$ cat src/rtl/serial_adder_ctrl_if.sv
// Handshake/bus interface for serial_adder_ctrl.
//   start      requester -> adder : request a new addition
//   a, b       requester -> adder : operands, captured on an accepted start
//   busy       adder -> requester : addition in progress
//   done       adder -> requester : one-cycle pulse, sum/carry_out valid
//   sum        adder -> requester : registered result (a+b) mod 2^WIDTH
//   carry_out  adder -> requester : registered carry out of the MSB
interface serial_adder_ctrl_if #(
   parameter int WIDTH = 8
) ();
   logic             start;
   logic [WIDTH-1:0] a;
   logic [WIDTH-1:0] b;
   logic             busy;
   logic             done;
   logic [WIDTH-1:0] sum;
   logic             carry_out;

   modport master (
      output start, a, b,
      input  busy, done, sum, carry_out
   );

   modport slave (
      input  start, a, b,
      output busy, done, sum, carry_out
   );
endinterface

$ cat src/rtl/serial_adder_ctrl.sv
// Bit-serial adder sequencer.
// Adds two WIDTH-bit operands one bit per cycle, LSB first, through a single
// full adder (two half adders plus an OR) with a registered carry.
//   halfadder         : one-bit half adder primitive
//   serial_adder_ctrl : IDLE/RUN/DONE sequencer around the shared full adder
// Ports of serial_adder_ctrl:
//   clk  rising-edge clock
//   rst  synchronous active-high reset
//   bus  serial_adder_ctrl_if.slave (start, a, b in; busy, done, sum, carry_out out)

module halfadder (
   input  logic x,
   input  logic y,
   output logic s,
   output logic c
);
   assign s = x ^ y;
   assign c = x & y;
endmodule

module serial_adder_ctrl #(
   parameter int WIDTH = 8
) (
   input  logic                 clk,
   input  logic                 rst,
   serial_adder_ctrl_if.slave   bus
);
   // Sized to hold WIDTH itself so the final increment never wraps.
   localparam int CNT_W = $clog2(WIDTH + 1);

   typedef enum logic [1:0] {IDLE, RUN, DONE} state_t;

   state_t           state;
   state_t           state_next;
   logic             load;
   logic             step;
   logic             last;

   logic [WIDTH-1:0] a_sr;
   logic [WIDTH-1:0] b_sr;
   logic [WIDTH-1:0] res_sr;
   logic [WIDTH-1:0] res_next;
   logic             carry;
   logic [CNT_W-1:0] count;
   logic [WIDTH-1:0] sum_hold;
   logic             cout_hold;

   logic             ha0_s;
   logic             ha0_c;
   logic             fa_sum;
   logic             ha1_c;
   logic             fa_cout;

   // Full adder: two half adders and an OR on the carries.
   halfadder u_ha0 (.x(a_sr[0]), .y(b_sr[0]), .s(ha0_s),  .c(ha0_c));
   halfadder u_ha1 (.x(ha0_s),   .y(carry),   .s(fa_sum), .c(ha1_c));
   assign fa_cout = ha0_c | ha1_c;

   // Result enters from the MSB side so that after WIDTH steps bit 0 sits at
   // position 0. A one-bit result has nothing to shift.
   generate
      if (WIDTH == 1) begin : g_res_one
         assign res_next = fa_sum;
      end else begin : g_res_multi
         assign res_next = {fa_sum, res_sr[WIDTH-1:1]};
      end
   endgenerate

   assign last = (count == CNT_W'(WIDTH - 1));

   always_ff @(posedge clk) begin
      if (rst) begin
         state <= IDLE;
      end else begin
         state <= state_next;
      end
   end

   always_comb begin
      state_next = state;
      load       = 1'b0;
      step       = 1'b0;
      case (state)
         IDLE: begin
            if (bus.start) begin
               load       = 1'b1;
               state_next = RUN;
            end
         end
         RUN: begin
            step = 1'b1;
            if (last) begin
               state_next = DONE;
            end
         end
         DONE: begin
            // Back-to-back: a start seen during the done cycle is accepted.
            if (bus.start) begin
               load       = 1'b1;
               state_next = RUN;
            end else begin
               state_next = IDLE;
            end
         end
         default: begin
            state_next = IDLE;
         end
      endcase
   end

   always_ff @(posedge clk) begin
      if (rst) begin
         a_sr      <= '0;
         b_sr      <= '0;
         res_sr    <= '0;
         carry     <= 1'b0;
         count     <= '0;
         sum_hold  <= '0;
         cout_hold <= 1'b0;
      end else if (load) begin
         a_sr   <= bus.a;
         b_sr   <= bus.b;
         res_sr <= '0;
         carry  <= 1'b0;
         count  <= '0;
      end else if (step) begin
         a_sr   <= a_sr >> 1;
         b_sr   <= b_sr >> 1;
         res_sr <= res_next;
         carry  <= fa_cout;
         count  <= count + CNT_W'(1);
         // Outputs are only updated with the complete result.
         if (last) begin
            sum_hold  <= res_next;
            cout_hold <= fa_cout;
         end
      end
   end

   assign bus.busy      = (state == RUN);
   assign bus.done      = (state == DONE);
   assign bus.sum       = sum_hold;
   assign bus.carry_out = cout_hold;

endmodule

$ cat src/flat_wrapper.sv
// flat-port wrapper written by rule: the top's interface ports become plain ports
module serial_adder_ctrl_flat 
#(
   parameter int WIDTH = 8
)
  (clk, rst, bus_start, bus_a, bus_b, bus_busy, bus_done, bus_sum, bus_carry_out);
  serial_adder_ctrl_if #(.WIDTH(WIDTH)) bus_i ();
  input  logic clk;
  input  logic rst;
  input wire logic [$bits(bus_i.start)-1:0] bus_start;
  input wire logic [$bits(bus_i.a)-1:0] bus_a;
  input wire logic [$bits(bus_i.b)-1:0] bus_b;
  output wire logic [$bits(bus_i.busy)-1:0] bus_busy;
  output wire logic [$bits(bus_i.done)-1:0] bus_done;
  output wire logic [$bits(bus_i.sum)-1:0] bus_sum;
  output wire logic [$bits(bus_i.carry_out)-1:0] bus_carry_out;
  assign bus_i.start = bus_start;
  assign bus_i.a = bus_a;
  assign bus_i.b = bus_b;
  assign bus_busy = bus_i.busy;
  assign bus_done = bus_i.done;
  assign bus_sum = bus_i.sum;
  assign bus_carry_out = bus_i.carry_out;
  serial_adder_ctrl #(.WIDTH(WIDTH)) u_core (.clk(clk), .rst(rst), .bus(bus_i));
endmodule
$ cat config.mk
export PLATFORM = sky130hd
export DESIGN_NAME = serial_adder_ctrl_flat
export DESIGN_NICKNAME = d
export VERILOG_FILES = /design/src/rtl/serial_adder_ctrl_if.sv /design/src/rtl/serial_adder_ctrl.sv /design/src/flat_wrapper.sv
export SDC_FILE = /design/constraint.sdc
export NUM_CORES = 1
export LEC_CHECK = 0
export BUFFER_PORTS_ARGS = -buffer_cell sky130_fd_sc_hd__buf_4
export CAP_MARGIN = 20
export CORE_UTILIZATION = 30
export DETAILED_ROUTE_END_ITERATION = 16
export GPL_TIMING_DRIVEN = 0
export HOLD_SLACK_MARGIN = 0.1
export SETUP_SLACK_MARGIN = 0.15
export SLEW_MARGIN = 0
export SYNTH_ARGS = -nofsm -noshare
export SYNTH_HDL_FRONTEND = slang
export SYNTH_SLANG_ARGS = --single-unit
export TNS_END_PERCENT = 30
$ cat constraint.sdc
create_clock -name clk -period 1.3 [get_ports clk]
set_input_delay 0 -clock clk [delete_from_list [all_inputs] [get_ports clk]]
set_output_delay 0 -clock clk [all_outputs]
set_load 0.02 [all_outputs]
==> flow_summary.rst, run 1 <==
.. list-table::
   :header-rows: 1

   * - Metric
     - Value
   * - Number of fill cells in the layout
     - 485
   * - Top flip-flop cell by instance count after synthesis
     - dfxtp_1
   * - Standard cell core area
     - between 5000 and 6000 um^2
   * - Count of unresolved DRC violations after routing
     - 0
   * - Wire length of the first global-routing pass
     - roughly 7000 um
   * - Count of max-cap constraint violations
     - 0
   * - Final routed wire length divided by cell count
     - 13.04 um
   * - Leakage
     - about 0.9 nW
   * - Nature of the critical path endpoint
     - register
   * - Horizontal die dimension
     - 74.46 um
   * - Synthesized Nets
     - 200
   * - Warnings from Yosys
     - 0
   * - H-tree depth reported by CTS
     - 2
   * - Netlist area before placement
     - between 1500 and 2000 um^2
   * - Combined global-route utilization of all metal layers
     - ~17%
   * - Final cell count without fillers
     - approximately 310
   * - # setup viols final
     - 0
   * - Post-synth ARST share
     - 0%
   * - Number of library cell types mapped by synthesis
     - 28
   * - Detailed Routing Iterations Pass 1
     - 4
   * - Register bit total from synthesis
     - 39
   * - Total power density per cell area
     - approximately 1200 nW/um^2
   * - Commonest cells in the synthesized netlist
     - nand2_1, dfxtp_1, nor3_1
   * - Net count reported at finish
     - about 260
   * - Count of routing violations after the opening detailed-route iteration
     - 54
   * - Number of placement rows
     - 26
   * - Number of enable-type register cells in the synthesized netlist
     - 0
   * - DR vias
     - between 1000 and 1500
   * - Initial core utilization
     - a little under a third
   * - Last weighted congestion value of the routability-driven placer
     - 0.7785
   * - # placed instances
     - ~280
   * - CTS tree
     - done
   * - Mean area per synthesized cell
     - roughly 8.8 um^2
   * - Final worst clock skew
     - 0.01028 ns
   * - Critical path's top delay family
     - simple AND/OR/NAND/NOR gates
   * - ANT nets after route
     - 0
   * - Fin. max-slew vios
     - 0
   * - Antenna violations before repair
     - 0
   * - Tcrit/Tclk final
     - between 90 and 100%
   * - Cts bufs inserted
     - 5
   * - Library cell occupying the most area in the post-synthesis netlist
     - dfxtp_1
   * - Setup repair after global routing missed its margin
     - yes
   * - Clock network latency to the later pin of the worst-skew pair
     - slightly below 0.3 ns
   * - Via density
     - 4.732
   * - Synthesis-to-finish area growth
     - 54.49%
   * - Count of port buffers added during placement
     - 28
   * - Most numerous cell in the Yosys netlist
     - nand2_1
   * - Clock input transition at the sequential cells of the worst setup and hold paths
     - approximately 0.080 ns
   * - Register area share after synthesis
     - 49.56%
   * - Cell types with the largest area share after synthesis
     - dfxtp_1, nand2_1, mux2i_1
   * - Number of cells produced by synthesis
     - 179
   * - Root cell of the clock tree
     - clkbuf_8
   * - Total negative slack
     - 0 ns
   * - Maximum clock frequency
     - between 800 and 900 MHz
   * - Final Hold Viols
     - 0
   * - Count of clock tree sinks
     - 39
   * - Maximum root-to-sink buffer count
     - 2
   * - Result of the run
     - finished clean
   * - Largest fanout of any net on the critical path
     - 6
   * - DP Wirelength
     - 2300 um
   * - Height of the chip
     - about 74 um
   * - Worst path arrival time
     - ~1.4 ns
   * - Maximum vdd ir drop
     - approximately 0.63 mV
   * - Type of element launching the critical path
     - register
   * - # IOs
     - 30
   * - Max incr delay on CP
     - ~0.38 ns
   * - Critical Path Slowest Stage Cell
     - dfxtp_4
   * - Relative slew margins
     - between 60 and 70%
   * - Buffers plus inverters on the worst setup path
     - 2
   * - Via count of the first global-routing pass
     - 1463
   * - Time the worst path needs with I/O delays and setup
     - about 1.2 ns
   * - Largest net degree at the start of global routing
     - 13
   * - Total die area
     - between 5000 and 6000 um^2
   * - Slew @ Worst Pin
     - between 0.4 and 0.5 ns
   * - Wire length reported by the detailed router
     - 4081 um
   * - Data required time at the worst endpoint
     - 1.47 ns
   * - CP Class
     - register to register
   * - Ant diodes
     - 0
   * - Global-route congestion overflow total
     - 0
   * - Synth top area share
     - between 40% and 50%
   * - Hold/Removal Path Class
     - primary input to register
   * - Most frequent cell on the critical path
     - nor3_1
   * - Share of final-layout standard cells stronger than drive strength 1
     - 34.57%
   * - Crit-path cells
     - and2b_2, buf_8, clkbuf_16, nor3_1, nor3_1
[state kept, by name, indices dropped and copies added, names as in the netlist]
register / cells
u_core.b_sr: 8
u_core.count: 4
u_core.bus.carry_out: 1
u_core.bus.sum: 8
u_core.res_sr: 7
u_core.carry: 1
u_core.a_sr: 8
u_core.state: 2
[final timing paths]
path                        start              endpoint  depth (start not counted)  slack, ns
max               u_core.state[0]        u_core.a_sr[5]                          5       0.08
max reg2reg       u_core.state[0]        u_core.a_sr[5]                          5       0.08
min reg2reg  u_core.bus.carry_out  u_core.bus.carry_out                          2       0.46
min                           rst        u_core.a_sr[7]                          2       0.14
[report_power, final]
part | internal [W] | switching, W
sequential | 0.00125 | 0.0000441
combinational | 0.000241 | 0.000212
clock | 0.000621 | 0.000436
[routing by layer]
metal / vias to the layer above / part of all wire, % / global-route usage [%]
li1: 733 / - / -
met1: 702 / 44 / 20.05
met2: 40 / 50 / 29.23
met3: 6 / 4.2 / 4.065
met4: 0 / 1.9 / 6.709
met5: - / 0 / 0
[stage by stage]
step / hold WS, ns / setup slack (ns) / util [%] / total power [W] / instance area (um^2)
6_report: 0.1416 / 0.08326 / 47.95 / 0.002800 / 2434
5_1_grt: 0.1887 / 0.05710 / 47.95 / 0.002911 / 2434
4_1_cts: 0.1417 / 0.1032 / 46.03 / 0.002742 / 2336
3_5_place_dp: 0.2964 / -0.02583 / 37.40 / 0.001606 / 1898
3_3_place_gp: 0.2902 / -0.004120 / 37.40 / 0.001604 / 1898
2_1_floorplan: 0.1842 / 0.1348 / - / 0.001505 / 1600
[cell usage in the layout (no fill, tap or decap), drive strengths merged]
| cell | count |
|---|---|
| nand2 | 43 |
| fa | 1 |
| ha | 1 |
| o21ai | 4 |
| nand2b | 2 |
| inv | 1 |
| clkbuf | 10 |
| clkinv | 2 |
| dfxtp | 39 |
| a21oi | 14 |
| nand3b | 2 |
| bufinv | 1 |
| a22oi | 3 |
| nor3 | 19 |
| mux2i | 11 |
| xor2 | 1 |
| or3 | 1 |
| a31oi | 3 |
| nand3 | 4 |
| and2b | 2 |
| buf | 50 |
| dlygate4sd3 | 16 |
| nor2 | 4 |
| xnor2 | 1 |
| o22ai | 8 |
[final cells by class]
cell class                      instances  area [um^2]  share of cell area [%]
Clock buffer                            6        82.58                   3.393
Tap cell                               70        87.58                   3.599
Timing Repair Buffer                   56        491.7                   20.21
Inverter                                2        20.02                  0.8226
Clock inverter                          2        35.03                   1.440
Buffer                                 14        137.6                   5.656
Sequential cell                        39        788.3                   32.39
Multi-Input combinational cell        124        790.8                   32.49
[worst reg2reg max path: cells and delay by family (launching register included)]
family | cells | cell delay [ns]
buf+inv | 2 | 0.28
flops | 1 | 0.38
simple gates | 3 | 0.43
[kinds of logic (layout without fill, tap and decap cells)]
family / Yosys count / after routing / synth area share (%)
compound gates: 32 / 32 / 11.52
simple gates: 77 / 77 / 22.24
flops: 39 / 39 / 49.56
mux: 11 / 11 / 6.990
xor+xnor: 2 / 2 / 1.112
fa+ha+maj: 2 / 2 / 2.065
buf+inv: 16 / 80 / 6.513
[timing repair]
| action | CTS | global route |
|---|---|---|
| hold buffers | 16 | 0 |
| buffers inserted | 10 | 1 |
| endpoints found under the setup margin | 34 | 39 |
| hold endpoints to repair | 16 | 0 |
| cloned | 1 | 0 |
| gates resized for setup | 12 | 27 |
| pin swaps | 1 | 4 |
No activity file was read; power rests on OpenSTA's default activity.
==> run 2: changes to the inputs <==
- SETUP_SLACK_MARGIN: 0.15 -> 0.02
==> flow_summary.rst, run 2 (same netlist as run 1, synthesis figures left out) <==
.. list-table::
   :header-rows: 1

   * - Metric
     - Value
   * - Synthesis-to-finish area growth
     - 39.87% (was 54.49%)
   * - Antenna violations before repair
     - 0 (unchanged)
   * - Count of routing violations after the opening detailed-route iteration
     - 65 (was 54)
   * - Combined global-route utilization of all metal layers
     - 14.67% (was 16.89%)
   * - Multi-input combinational cell area
     - 706.9 um^2 (was 790.8 um^2)
   * - DR vias
     - 1419 (was 1481)
   * - Uppermost signal routing layer after detailed routing
     - met4 (unchanged)
   * - Wire length of the first global-routing pass
     - 5927 um (was 6969 um)
   * - Slew @ Worst Pin
     - 0.4599 ns (was 0.4685 ns)
   * - Leakage
     - 0.8374 nW (was 0.9215 nW)
   * - Worst path arrival time
     - 1.24 ns (was 1.38 ns)
   * - Maximum clock frequency
     - 803.3 MHz (was 821.9 MHz)
   * - Wire length reported by the detailed router
     - 3702 um (was 4081 um)
   * - Final routed wire length divided by cell count
     - 12.18 um (was 13.04 um)
   * - Maximum root-to-sink buffer count
     - 2 (unchanged)
   * - Setup repair after global routing missed its margin
     - yes (unchanged)
   * - Root cell of the clock tree
     - clkbuf_8 (unchanged)
   * - Number of placement rows
     - 26 (unchanged)
   * - Height of the chip
     - 74.46 um (unchanged)
   * - Nature of the critical path endpoint
     - output pin (was register)
   * - Horizontal die dimension
     - 74.46 um (unchanged)
   * - Fin. max-slew vios
     - 0 (unchanged)
   * - Ant diodes
     - 0 (unchanged)
   * - Type of element launching the critical path
     - register (unchanged)
   * - Sum of routed wire segments on met1
     - 1768 um (was 1780 um)
   * - WL met2
     - 1711 um (was 2051 um)
   * - Global-route congestion overflow total
     - 0 (unchanged)
   * - Tcrit/Tclk final
     - 95.76% (was 93.60%)
   * - # setup viols final
     - 0 (unchanged)
   * - Last weighted congestion value of the routability-driven placer
     - 0.7689 (was 0.7785)
   * - Via count of the first global-routing pass
     - 1310 (was 1463)
   * - Count of max-cap constraint violations
     - 0 (unchanged)
   * - Largest net degree at the start of global routing
     - 12 (was 13)
   * - Leading cell types in the layout, fill and taps excluded
     - nand2_1, dfxtp_1, buf_4 (was nand2_1, buf_4, dfxtp_1)
   * - Min setup slack post-route
     - 0.05518 ns (was 0.08326 ns)
   * - Number of fill cells in the layout
     - 544 (was 485)
   * - Dpl ws
     - -0.03583 ns (was -0.02583 ns)
   * - Clock input transition at the sequential cells of the worst setup and hold paths
     - 0.07 ns (was 0.08 ns)
   * - Area of all sequential standard cells
     - 785.8 um^2 (was 788.3 um^2)
   * - Result of the run
     - finished clean (unchanged)
   * - Initial core utilization
     - 31.04% (unchanged)
   * - Count of clock tree sinks
     - 39 (unchanged)
   * - Data required time at the worst endpoint
     - 1.30 ns (was 1.47 ns)
   * - Cts bufs inserted
     - 5 (unchanged)
   * - CTS tree
     - done (unchanged)
   * - Most common cell after layout, fill and taps aside
     - nand2_1 (unchanged)
   * - Hold WS
     - 0.1034 ns (was 0.1416 ns)
   * - Relative slew margins
     - 69.34% (was 68.77%)
   * - CP Class
     - register to output pin (was register to register)
   * - ANT nets after route
     - 0 (unchanged)
   * - Hold/Removal Path Class
     - primary input to register (unchanged)
   * - Detailed Routing Iterations Pass 1
     - 4 (unchanged)
   * - Routed wl met3
     - 174 um (was 171 um)
   * - Count of unresolved DRC violations after routing
     - 0 (unchanged)
   * - Total negative slack
     - 0 ns (unchanged)
   * - Count of port buffers added during placement
     - 28 (unchanged)
   * - Largest fanout of any net on the critical path
     - 10 (was 6)
   * - Standard cell core area
     - 5075 um^2 (unchanged)
   * - # IOs
     - 30 (unchanged)
   * - Final worst clock skew
     - 0.002063 ns (was 0.01028 ns)
   * - Post-route total power
     - 0.002475 W (was 0.002800 W)
   * - Total die area
     - 5544 um^2 (unchanged)
   * - Maximum vdd ir drop
     - 0.7013 mV (was 0.6346 mV)
   * - H-tree depth reported by CTS
     - 2 (unchanged)
   * - Time the worst path needs with I/O delays and setup
     - 1.245 ns (was 1.217 ns)
   * - Clock network latency to the later pin of the worst-skew pair
     - 0.29 ns (about the same)
   * - Total power density per cell area
     - 1123 nW/um^2 (was 1151 nW/um^2)
   * - Final Hold Viols
     - 0 (unchanged)
   * - Net count reported at finish
     - 255 (was 263)
   * - DP Wirelength
     - 2342 um (was 2300 um)
   * - Via density
     - 4.668 (was 4.732)
   * - Share of final-layout standard cells stronger than drive strength 1
     - 26.50% (was 34.57%)
==> run 2: stage by stage <==
| stage | area, um^2 | instances | utilization [%] |
|---|---|---|---|
| global route | 2203 | 304 | 43.42 |
| global placement | 1873 | 277 | 36.91 |
| detailed placement | 1873 | 277 | 36.91 |
| floorplan | 1575 | 179 | - |
| finish | 2203 | 304 | 43.42 |
| CTS | 2175 | 304 | 42.85 |
==> run 2: what timing repair did <==
action / 4_1_cts / 5_1_grt
hold endpoints to repair: 16 / 0
setup buffers: 4 / 0
pin swaps: 1 / 1
resized for setup: 4 / 11
hold buffers: 16 / 0
endpoints found under the setup margin: 13 / 19
==> run 2: final cells by class <==
cell class                      instances  share of cell area, %
Buffer                                 14                  4.884
Clock buffer                            6                  3.748
Clock inverter                          1                 0.2271
Inverter                                2                 0.6814
Multi-Input combinational cell        124                  32.08
Sequential cell                        39                  35.66
Tap cell                               70                  3.975
Timing Repair Buffer                   48                  18.74
==> run 2: where the power goes <==
group	switching (W)	total [W]	internal, W	leakage [nW]
Combinational	0.000177	0.000360	0.000183	0.471
Clock	0.000418	0.000834	0.000416	0.0470
Sequential	0.0000335	0.00128	0.00125	0.320
Total	0.000628	0.00247	0.00185	0.837
==> run 2: path summary, 6_finish.rpt <==
| path | slack [ns] | cells past startpoint | start | end |
|---|---|---|---|---|
| max | 0.06 | 5 | u_core.state[1] | bus_busy |
| min | 0.10 | 2 | rst | u_core.state[1] |
| max reg2reg | 0.07 | 5 | u_core.state[0] | u_core.b_sr[0] |
| min reg2reg | 0.46 | 2 | u_core.bus.sum[5] | u_core.bus.sum[5] |
==> run 2: routing by layer <==
layer | GRT usage, % | vias to the layer above
li1 | - | 720
met1 | 17.89 | 649
met2 | 24.12 | 44
met3 | 4.201 | 6
met4 | 6.289 | 0
met5 | 0 | -
==> run 2: critical path, stage by stage, from the launching register on <==
cell and delay (ns):
dfxtp_2 0.32, nand2b_1 0.14, buf_6 0.15, inv_8 0.09
buf_8 0.11, buf_4 0.13
